==> src/rtl/sync_edge_detect_mc.sv <==
// Multi-channel synchroniser + glitch filter + edge/event detector with saturating per-channel counters.
// din->dout latency SYNC_STAGES+FILT_CYC cycles; no backpressure, every cycle is accepted.
module sync_edge_detect_mc #(
  parameter int CH          = 4,
  parameter int SYNC_STAGES = 2,
  parameter int FILT_CYC    = 1,
  parameter int CNT_W       = 8
) (
  input  logic                  clk,
  input  logic                  rst,
  input  logic [CH-1:0]         din,
  input  logic [2*CH-1:0]       mode,
  input  logic                  clr_cnt,
  output logic [CH-1:0]         dout,
  output logic [CH-1:0]         rise,
  output logic [CH-1:0]         fall,
  output logic [CH-1:0]         evt,
  output logic [CH*CNT_W-1:0]   evt_cnt
);

  localparam int FW = (FILT_CYC < 1) ? 1 : $clog2(FILT_CYC + 1);
  localparam logic [FW-1:0] FILT_LAST = FW'(FILT_CYC - 1);

  for (genvar i = 0; i < CH; i++) begin : g_ch
    logic [SYNC_STAGES-1:0] r_sync;
    logic                   r_lvl;
    logic                   r_lvl_p;
    logic [FW-1:0]          r_filt;
    logic [CNT_W-1:0]       r_cnt;
    logic                   w_s_last;
    logic                   w_rise;
    logic                   w_fall;
    logic                   w_evt;

    assign w_s_last = r_sync[SYNC_STAGES-1];

    always_ff @(posedge clk) begin
      if (rst) begin
        r_sync  <= '0;
        r_lvl   <= 1'b0;
        r_lvl_p <= 1'b0;
        r_filt  <= '0;
      end else begin
        r_sync  <= {r_sync[SYNC_STAGES-2:0], din[i]};
        r_lvl_p <= r_lvl;
        // Any cycle agreeing with the accepted level restarts the stability count.
        if (w_s_last == r_lvl) begin
          r_filt <= '0;
        end else if (r_filt == FILT_LAST) begin
          r_lvl  <= ~r_lvl;
          r_filt <= '0;
        end else begin
          r_filt <= r_filt + 1'b1;
        end
      end
    end

    assign w_rise = r_lvl & ~r_lvl_p;
    assign w_fall = ~r_lvl & r_lvl_p;
    assign w_evt  = (mode[2*i] & w_rise) | (mode[2*i+1] & w_fall);

    // Clear wins over a coincident event; the count sticks at all-ones.
    always_ff @(posedge clk) begin
      if (rst || clr_cnt) begin
        r_cnt <= '0;
      end else if (w_evt && (r_cnt != {CNT_W{1'b1}})) begin
        r_cnt <= r_cnt + 1'b1;
      end
    end

    assign dout[i]                 = r_lvl;
    assign rise[i]                 = w_rise;
    assign fall[i]                 = w_fall;
    assign evt[i]                  = w_evt;
    assign evt_cnt[i*CNT_W +: CNT_W] = r_cnt;
  end

endmodule

==> config.mk <==
export PLATFORM = sky130hd
export DESIGN_NAME = sync_edge_detect_mc
export DESIGN_NICKNAME = d
export VERILOG_FILES = /design/src/rtl/sync_edge_detect_mc.sv
export SDC_FILE = /design/constraint.sdc
export NUM_CORES = 1
export LEC_CHECK = 0
export ABC_AREA = 1
export CORE_MARGIN = 2
export CORE_UTILIZATION = 49
export DETAILED_ROUTE_END_ITERATION = 8
export PLACE_DENSITY = 0.76
export REMOVE_ABC_BUFFERS = 1
export SETUP_SLACK_MARGIN = 0.2
export SLEW_MARGIN = 40
export SYNTH_ARGS = -nofsm -noshare
export SYNTH_HDL_FRONTEND = slang
export SYNTH_SLANG_ARGS = --single-unit
==> constraint.sdc <==
create_clock -name clk -period 1.7 [get_ports clk]
set_input_delay 0.34 -clock clk [delete_from_list [all_inputs] [get_ports clk]]
set_output_delay 0.34 -clock clk [all_outputs]
set_load 0.02 [all_outputs]
==> run summary <==
Min path
- min-delay worst type: flop to flop
- source of the worst hold timing path: g_ch[2].r_sync[0]
- hold worst-path end: g_ch[2].r_sync[1]
- Hold Crit Depth: 2

Timing
- accumulated negative setup slack: 0 ns
- share of the cycle needed by the critical path after routing: 0.867
- unrepaired setup endpoints after global routing: true
- final setup violation count: 0
- minimum period implied by the final worst setup slack: 1.47 ns
- highest clock rate: 679 MHz
- Final Slew Violations: 0
- total count of hold-check failures in the final report: 0
- Setup WS post-layout: 0.226 ns
- post-route clock skew: 0.00296 ns

Clock network
- Root Buffer Master: clkbuf_8
- TritonCTS clock tree: yes
- Clock Path Buffers: 2
- clock-pin transition on the worst setup and hold timing paths: 0.10 ns
- Max H-tree Level: 2
- total number of clock tree sinks: 52
- Post-CTS Hold Fix Bufs: 0
- number of buffers added by the clock tree synthesis step: 5
- clock network latency to the later pin of the worst-skew pair: 0.31 ns

Power and ir drop
- power share of the clock group: 0.331
- power dissipated by switching net loads: 576 uW
- Cell Pwr Density: 688 nW/um^2
- Static Leak: 0.00156 uW
- Internal Pwr Total: 1640 uW
- switch share: 0.260
- proportion of power drawn by flip-flops and latches: 0.571
- combinational share of power: 0.098
- maximum VDD drop: 590 uV

GRT
- antenna violations before repair: 0
- wire length of the first global-routing pass: 9210 microns
- largest net degree at the start of global routing: 19
- total grt overflow: 0
- vias in the first global route: 2166
- GRT Resource Usage Total: 0.188

Floorplanning
- Core Rows: 26
- vertical die dimension: 76.4 microns
- initial standard-cell utilization of the core: 0.505
- number of primary I/O pins: 63
- die footprint: 5830 sq um
- die outline width: 76.4 microns
- area of the core: 5070 sq um

Final layout
- final-layout fill cell count: 506
- Post-layout nets: 459
- fraction of layout instances using a drive strength above 1: 0.141
- footprint of the multi-input gates: 1180 sq um
- number of inserted diodes: 0
- Synth-to-Final Area Change: 25.9%
- Final Core Density: 0.636
- sequential cell area: 1050 sq um

Critical path
- Max Fanout on Critical Path: 2
- setup slack of the most critical reg-to-reg path: 0.33 ns
- worst path arrival time: 1.13 ns
- critical path endpoint category: output pin
- critical path data required time: 1.36 ns
- endpoint of the worst register-to-register path: g_ch[2].r_cnt[1]
- category of the critical setup timing path: input pin to output pin
- Worst setup SP type: input pin
- reg2reg path depth: 8
- startpoint of the worst-slack reg-to-reg timing path: g_ch[2].r_cnt[1]

Synth
- post-synthesis cell type count: 26
- Synth Warn #: 0
- Seq cells post-synth: 52
- gate count of the mapped netlist: 381
- sequential cell area fraction in the yosys report: 0.406
- Netlist Area Pre-Place: 2560 sq um
- Mean Syn Cell Area: 6.73 sq um

Drt
- remaining number of nets flagged by the antenna check after routing: 0
- drt total wl: 5160 microns
- First-pass DRT Iterations: 4
- DR vias/cell: 4.65
- wire length per cell: 10.1 microns
- DRC violations left: 0
- overall via count from detail_route: 2376
- first-iteration detailed-routing DRC count: 89

Placed design
- count of buffers inserted at the top-level ports: 62
- Final Wtd Congestion: 0.837
- sum of net half-perimeters after detailed placement: 3910 microns
- Post-Place Worst Slack: -0.254 ns

Outcome
- outcome: complete, no violations

Run
- Maximum Capacitance Violations: 0

-- synth_stat cells, drive strengths merged --
master  count  area share
conb        1      0.0015
nor3        4      0.0078
or2         1      0.0024
ha          4       0.020
buf        22       0.061
nand4       5       0.012
o21ai       5      0.0098
nand3b      4       0.012
nand3      32       0.064
dfxtp      52        0.41
nor2       92        0.14
a21oi       8       0.016
nand2      93        0.15
inv        53       0.078
xor2        1      0.0034
a211oi      4       0.012
-- critical path, cell delays in order --
cell	delay, ns
clkdlybuf4s50_1	0.45
nand3_1	0.08
nand2_2	0.11
buf_4	0.15
-- placed cells by master (no fill, tap or decap) --
cell type        Yosys  final
a211oi_1             4      4
clkinv_4             0      1
inv_6                0      2
clkbuf_2             0      2
inv_1               47     47
clkbuf_8             0      5
dlygate4sd2_1        0     34
ha_1                 4      4
clkdlybuf4s15_2      0      2
nand2_1             82     81
xor2_1               1      1
nor2_2               1      2
clkdlybuf4s15_1      0      2
nor3_1               4      4
nand2_2              9     10
inv_2                6      6
nand4_1              5      5
o21ai_1              1      1
nor2_4               3      3
dfxtp_2              0      8
conb_1               1      4
clkdlybuf4s50_1      0     14
buf_6                1      1
o21ai_0              4      4
nand3_1             31     31
nand3_2              1      1
nand2_4              2      2
nor2_1              88     87
dfxtp_1             52     44
or2_2                1      1
buf_2                3      4
nand3b_1             4      4
buf_4               17     12
a21oi_1              8      8
-- worst max path at each step --
stage,start,to,slack (ns),cells after the start
after floorplan,g_ch[2].r_cnt[0],g_ch[2].r_cnt[0],0.31,9
after global placement,mode[2],evt[1],-0.25,4
after detailed placement,mode[2],evt[1],-0.25,4
after CTS,mode[2],evt[1],0.02,4
after global routing,mode[3],evt[1],0.17,4
final,mode[2],evt[1],0.23,4
-- routing by layer --
layer,wire length [microns],track usage,share of wire,vias to the layer above
met5,0,0,0,-
met4,70,0.0709,0.014,0
met3,236,0.0450,0.046,6
met2,2470,0.318,0.48,42
met1,2390,0.234,0.46,1061
li1,-,-,-,1267
-- final cells by class --
class / instances / share of cell area
clock buffers: 5 / 0.0213
clock inverters: 3 / 0.00814
inverters: 53 / 0.0616
multi-input cells: 257 / 0.367
flip-flops and latches: 52 / 0.326
well taps: 70 / 0.0271
repair buffers: 71 / 0.190
-- cells by family (layout without fill, tap and decap cells) --
family / after synthesis / in the layout / share of synthesized area
AOI/OAI and AO/OA: 17 / 17 / 0.0371
xor gates and xnor gates: 1 / 1 / 0.00342
adders and majority gates: 4 / 4 / 0.0195
buffers and inverters: 75 / 132 / 0.139
DFF: 52 / 52 / 0.406
other: 1 / 4 / 0.00146
and+or+nand+nor: 231 / 231 / 0.394
-- sequential cells by signal, summed over array words and instances (netlist names) --
register,flops
g_ch.r_lvl,4
g_ch.r_lvl_p,4
g_ch.r_filt,4
g_ch.r_sync,8
g_ch.r_cnt,32
-- power groups by stage --
| stage | clock network (uW) | logic (uW) | registers (uW) |
|---|---|---|---|
| final | 736 | 217 | 1270 |
| after detailed placement | 0 | 233 | 1300 |
| after floorplan | 0 | 99.0 | 1310 |
| after CTS | 772 | 218 | 1270 |
| after global placement | 0 | 229 | 1290 |
| after global routing | 830 | 240 | 1270 |
-- metrics by stage --
| stage | power, uW | hold WS, ns | std cells | cell area, sq um |
|---|---|---|---|---|
| floorplan | 1400 | 0.388 | 362 | 2420 |
| global placement | 1520 | 0.389 | 503 | 3190 |
| detailed placement | 1530 | 0.394 | 503 | 3190 |
| CTS | 2260 | 0.409 | 511 | 3230 |
| global route | 2340 | 0.422 | 511 | 3230 |
| finish | 2220 | 0.406 | 511 | 3230 |
-- repair_timing --
item,in CTS,in global routing
endpoints found under the hold margin,0,0
resized for setup,74,23
setup endpoints to repair,48,24
buffers inserted,0,0
Power figures use the tool's default switching activity.
==> patch: new RTL, same settings <==
The parameter `CNT_W` goes from 8 to 6.
--- a/src/rtl/sync_edge_detect_mc.sv
+++ b/src/rtl/sync_edge_detect_mc.sv
@@ -5,5 +5,5 @@
   parameter int SYNC_STAGES = 2,
   parameter int FILT_CYC    = 1,
-  parameter int CNT_W       = 8
+  parameter int CNT_W       = 6
 ) (
   input  logic                  clk,
Ports: changed (resized evt_cnt); port bits go from 63 to 55. The function was not compared with the original's and may differ.
==> patch against the unedited design <==
Routed wire length is 19% lower. Total power shrank 13%. Worst setup slack gained 0.015 ns. Sequential cell count decreased by 8. Cell area fell by 15%. Worst hold slack got worse by 0.0031 ns. Clock skew down 0.0011 ns. Synthesized area decreased by 16%. Core utilization rose by 0.20 points. Global-route usage decreased by 1.5 points.
==> patch: results (changes against the unedited design) <==
clock root buffer clkbuf_8; Placer Congestion 0.845 (+0.96%); sequential share of the synthesized area 40.7% (+0.085 points); total CTS buffers 5 (unchanged); post-synth cell types 22 (-15%); WL final 4180 um (-19%); Skew-Pair Late Insertion Delay 0.29 ns (-0.02 ns); critical path's largest stage delay 0.46 ns; initial DRC count 99 (+11%); critical path arrival roughly 1.1 ns; global-route wire length before repair 7030 um (-24%); Critical R2R Launch g_ch[1].r_cnt[0]$_SDFFE_PP0P_; postcts setup bufs 0 (unchanged); CTS H-Tree Depth 2 (unchanged); placed cell area 2730 um^2 (-15%); layout cell share with drive strength beyond 1 16.6% (+2.6 points); Leak Pwr 1.38 nW (-12%); switching power total 0.462 mW (-20%); Hold Crit Start g_ch[1].r_sync[0]$_SDFF_PP0_; clk buf depth 2 (unchanged); worst min-delay path class register to register; Synth async-reset ratio 0% (unchanged); Reg area 883 um^2 (-16%); CTS resizes 55 (-26%); Synth Flop Type dfxtp_1; largest net degree at the start of global routing 17 (-2); worst vdd ir 0.577 mV (-2.3%); vias in the first global route 1661 (-23%); gr usage total 17.4% (-1.5 points); Vias 1912 (-20%); Post-synth top cells 55 x nor2_1, 48 x nand2_1, 44 x dfxtp_1, 44 x inv_1, 28 x nand3_1; clock skew 0.00186 ns (-0.00109 ns); DP HPWL 3120 um (-20%); ranking of synthesized cells by area dfxtp_1 41%, nor2_1 9.5%, nand2_1 8.3%; clock-pin slew reported for the worst setup and hold paths after clock tree synthesis 0.07 ns (-0.03 ns); Initial DRT Pass Iterations 4 (unchanged); worst-path fanout max 2 (unchanged); initial antenna violation count 0 (unchanged); ant diodes 0 (unchanged); Synth Warn # 0 (unchanged); Worst path slowest cell clkdlybuf4s50_1; Largest regs g_ch.r_cnt x24, g_ch.r_sync x8; Layout Nets 379 (-17%); Port Buf Inserts 54 (-13%); CP startpoint mode[4]; fillers 404 (-20%); status completed
## patch: cell types whose count changed after synthesis, moves of 2 or more
cell / unedited run / this run
nand2_1: 82 / 48
nor2_1: 88 / 55
dfxtp_1: 52 / 44
nand3b_1: 4 / 0
nand4_1: 5 / 9
nor3_1: 4 / 0
o21ai_0: 4 / 8
inv_1: 47 / 44
nand2_4: 2 / 5
nand3_1: 31 / 28
nand2_2: 9 / 11
xor2_1: 1 / 3
## patch: critical path, delay by kind of cell
family                 cells  cell delay (ns)
and+or+nand+nor            2             0.18
buffers and inverters      2             0.60
## patch: stage by stage
stage	hold WS, ns	std cells	setup slack [ns]
after floorplan	0.388	287	0.287
after global placement	0.389	405	-0.218
after detailed placement	0.393	405	-0.219
after CTS	0.404	413	0.0488
after global routing	0.414	413	0.178
final	0.403	413	0.242
## patch: path summary, 6_finish.rpt
path,end,slack [ns],cells after the start
worst max register to register,g_ch[1].r_cnt[1]$_SDFFE_PP0P_,0.34,8
worst min-delay path,g_ch[1].r_sync[1]$_SDFF_PP0_,0.40,2
worst min register to register,g_ch[1].r_sync[1]$_SDFF_PP0_,0.40,2
worst max-delay path,evt[2],0.24,4
## patch: power by group through the flow
| stage | registers [mW] | clock network (mW) | logic [mW] |
|---|---|---|---|
| finish | 1.08 | 0.656 | 0.208 |
| global route | 1.08 | 0.721 | 0.230 |
| CTS | 1.08 | 0.679 | 0.210 |
| detailed placement | 1.10 | 0 | 0.226 |
| global placement | 1.10 | 0 | 0.223 |
| floorplan | 1.11 | 0 | 0.0960 |
## patch: kinds of logic after synthesis
logic type                 share of synthesized area [%]
DFF                                                 40.7
other                                              0.173
AOI/OAI and AO/OA                                   5.31
adders and majority gates                           2.31
xor gates and xnor gates                            1.21
buffers and inverters                               15.8
and+or+nand+nor                                     34.5
## patch: area by class of cell
cell class	instances	share of cell area [%]
Inverter	51	7.08
Tap cell	52	2.37
Timing Repair Buffer	66	20.1
Sequential cell	44	32.2
Multi-Input combinational cell	192	34.9
Clock buffer	8	3.29
## patch: layer usage
layer | track usage [%] | wire [um] | up-vias
met4 | 5.77 | 32 | 0
met5 | 0 | 0 | -
li1 | - | - | 1033
met2 | 29.6 | 1940 | 42
met1 | 20.8 | 1960 | 833
met3 | 5.19 | 242 | 4
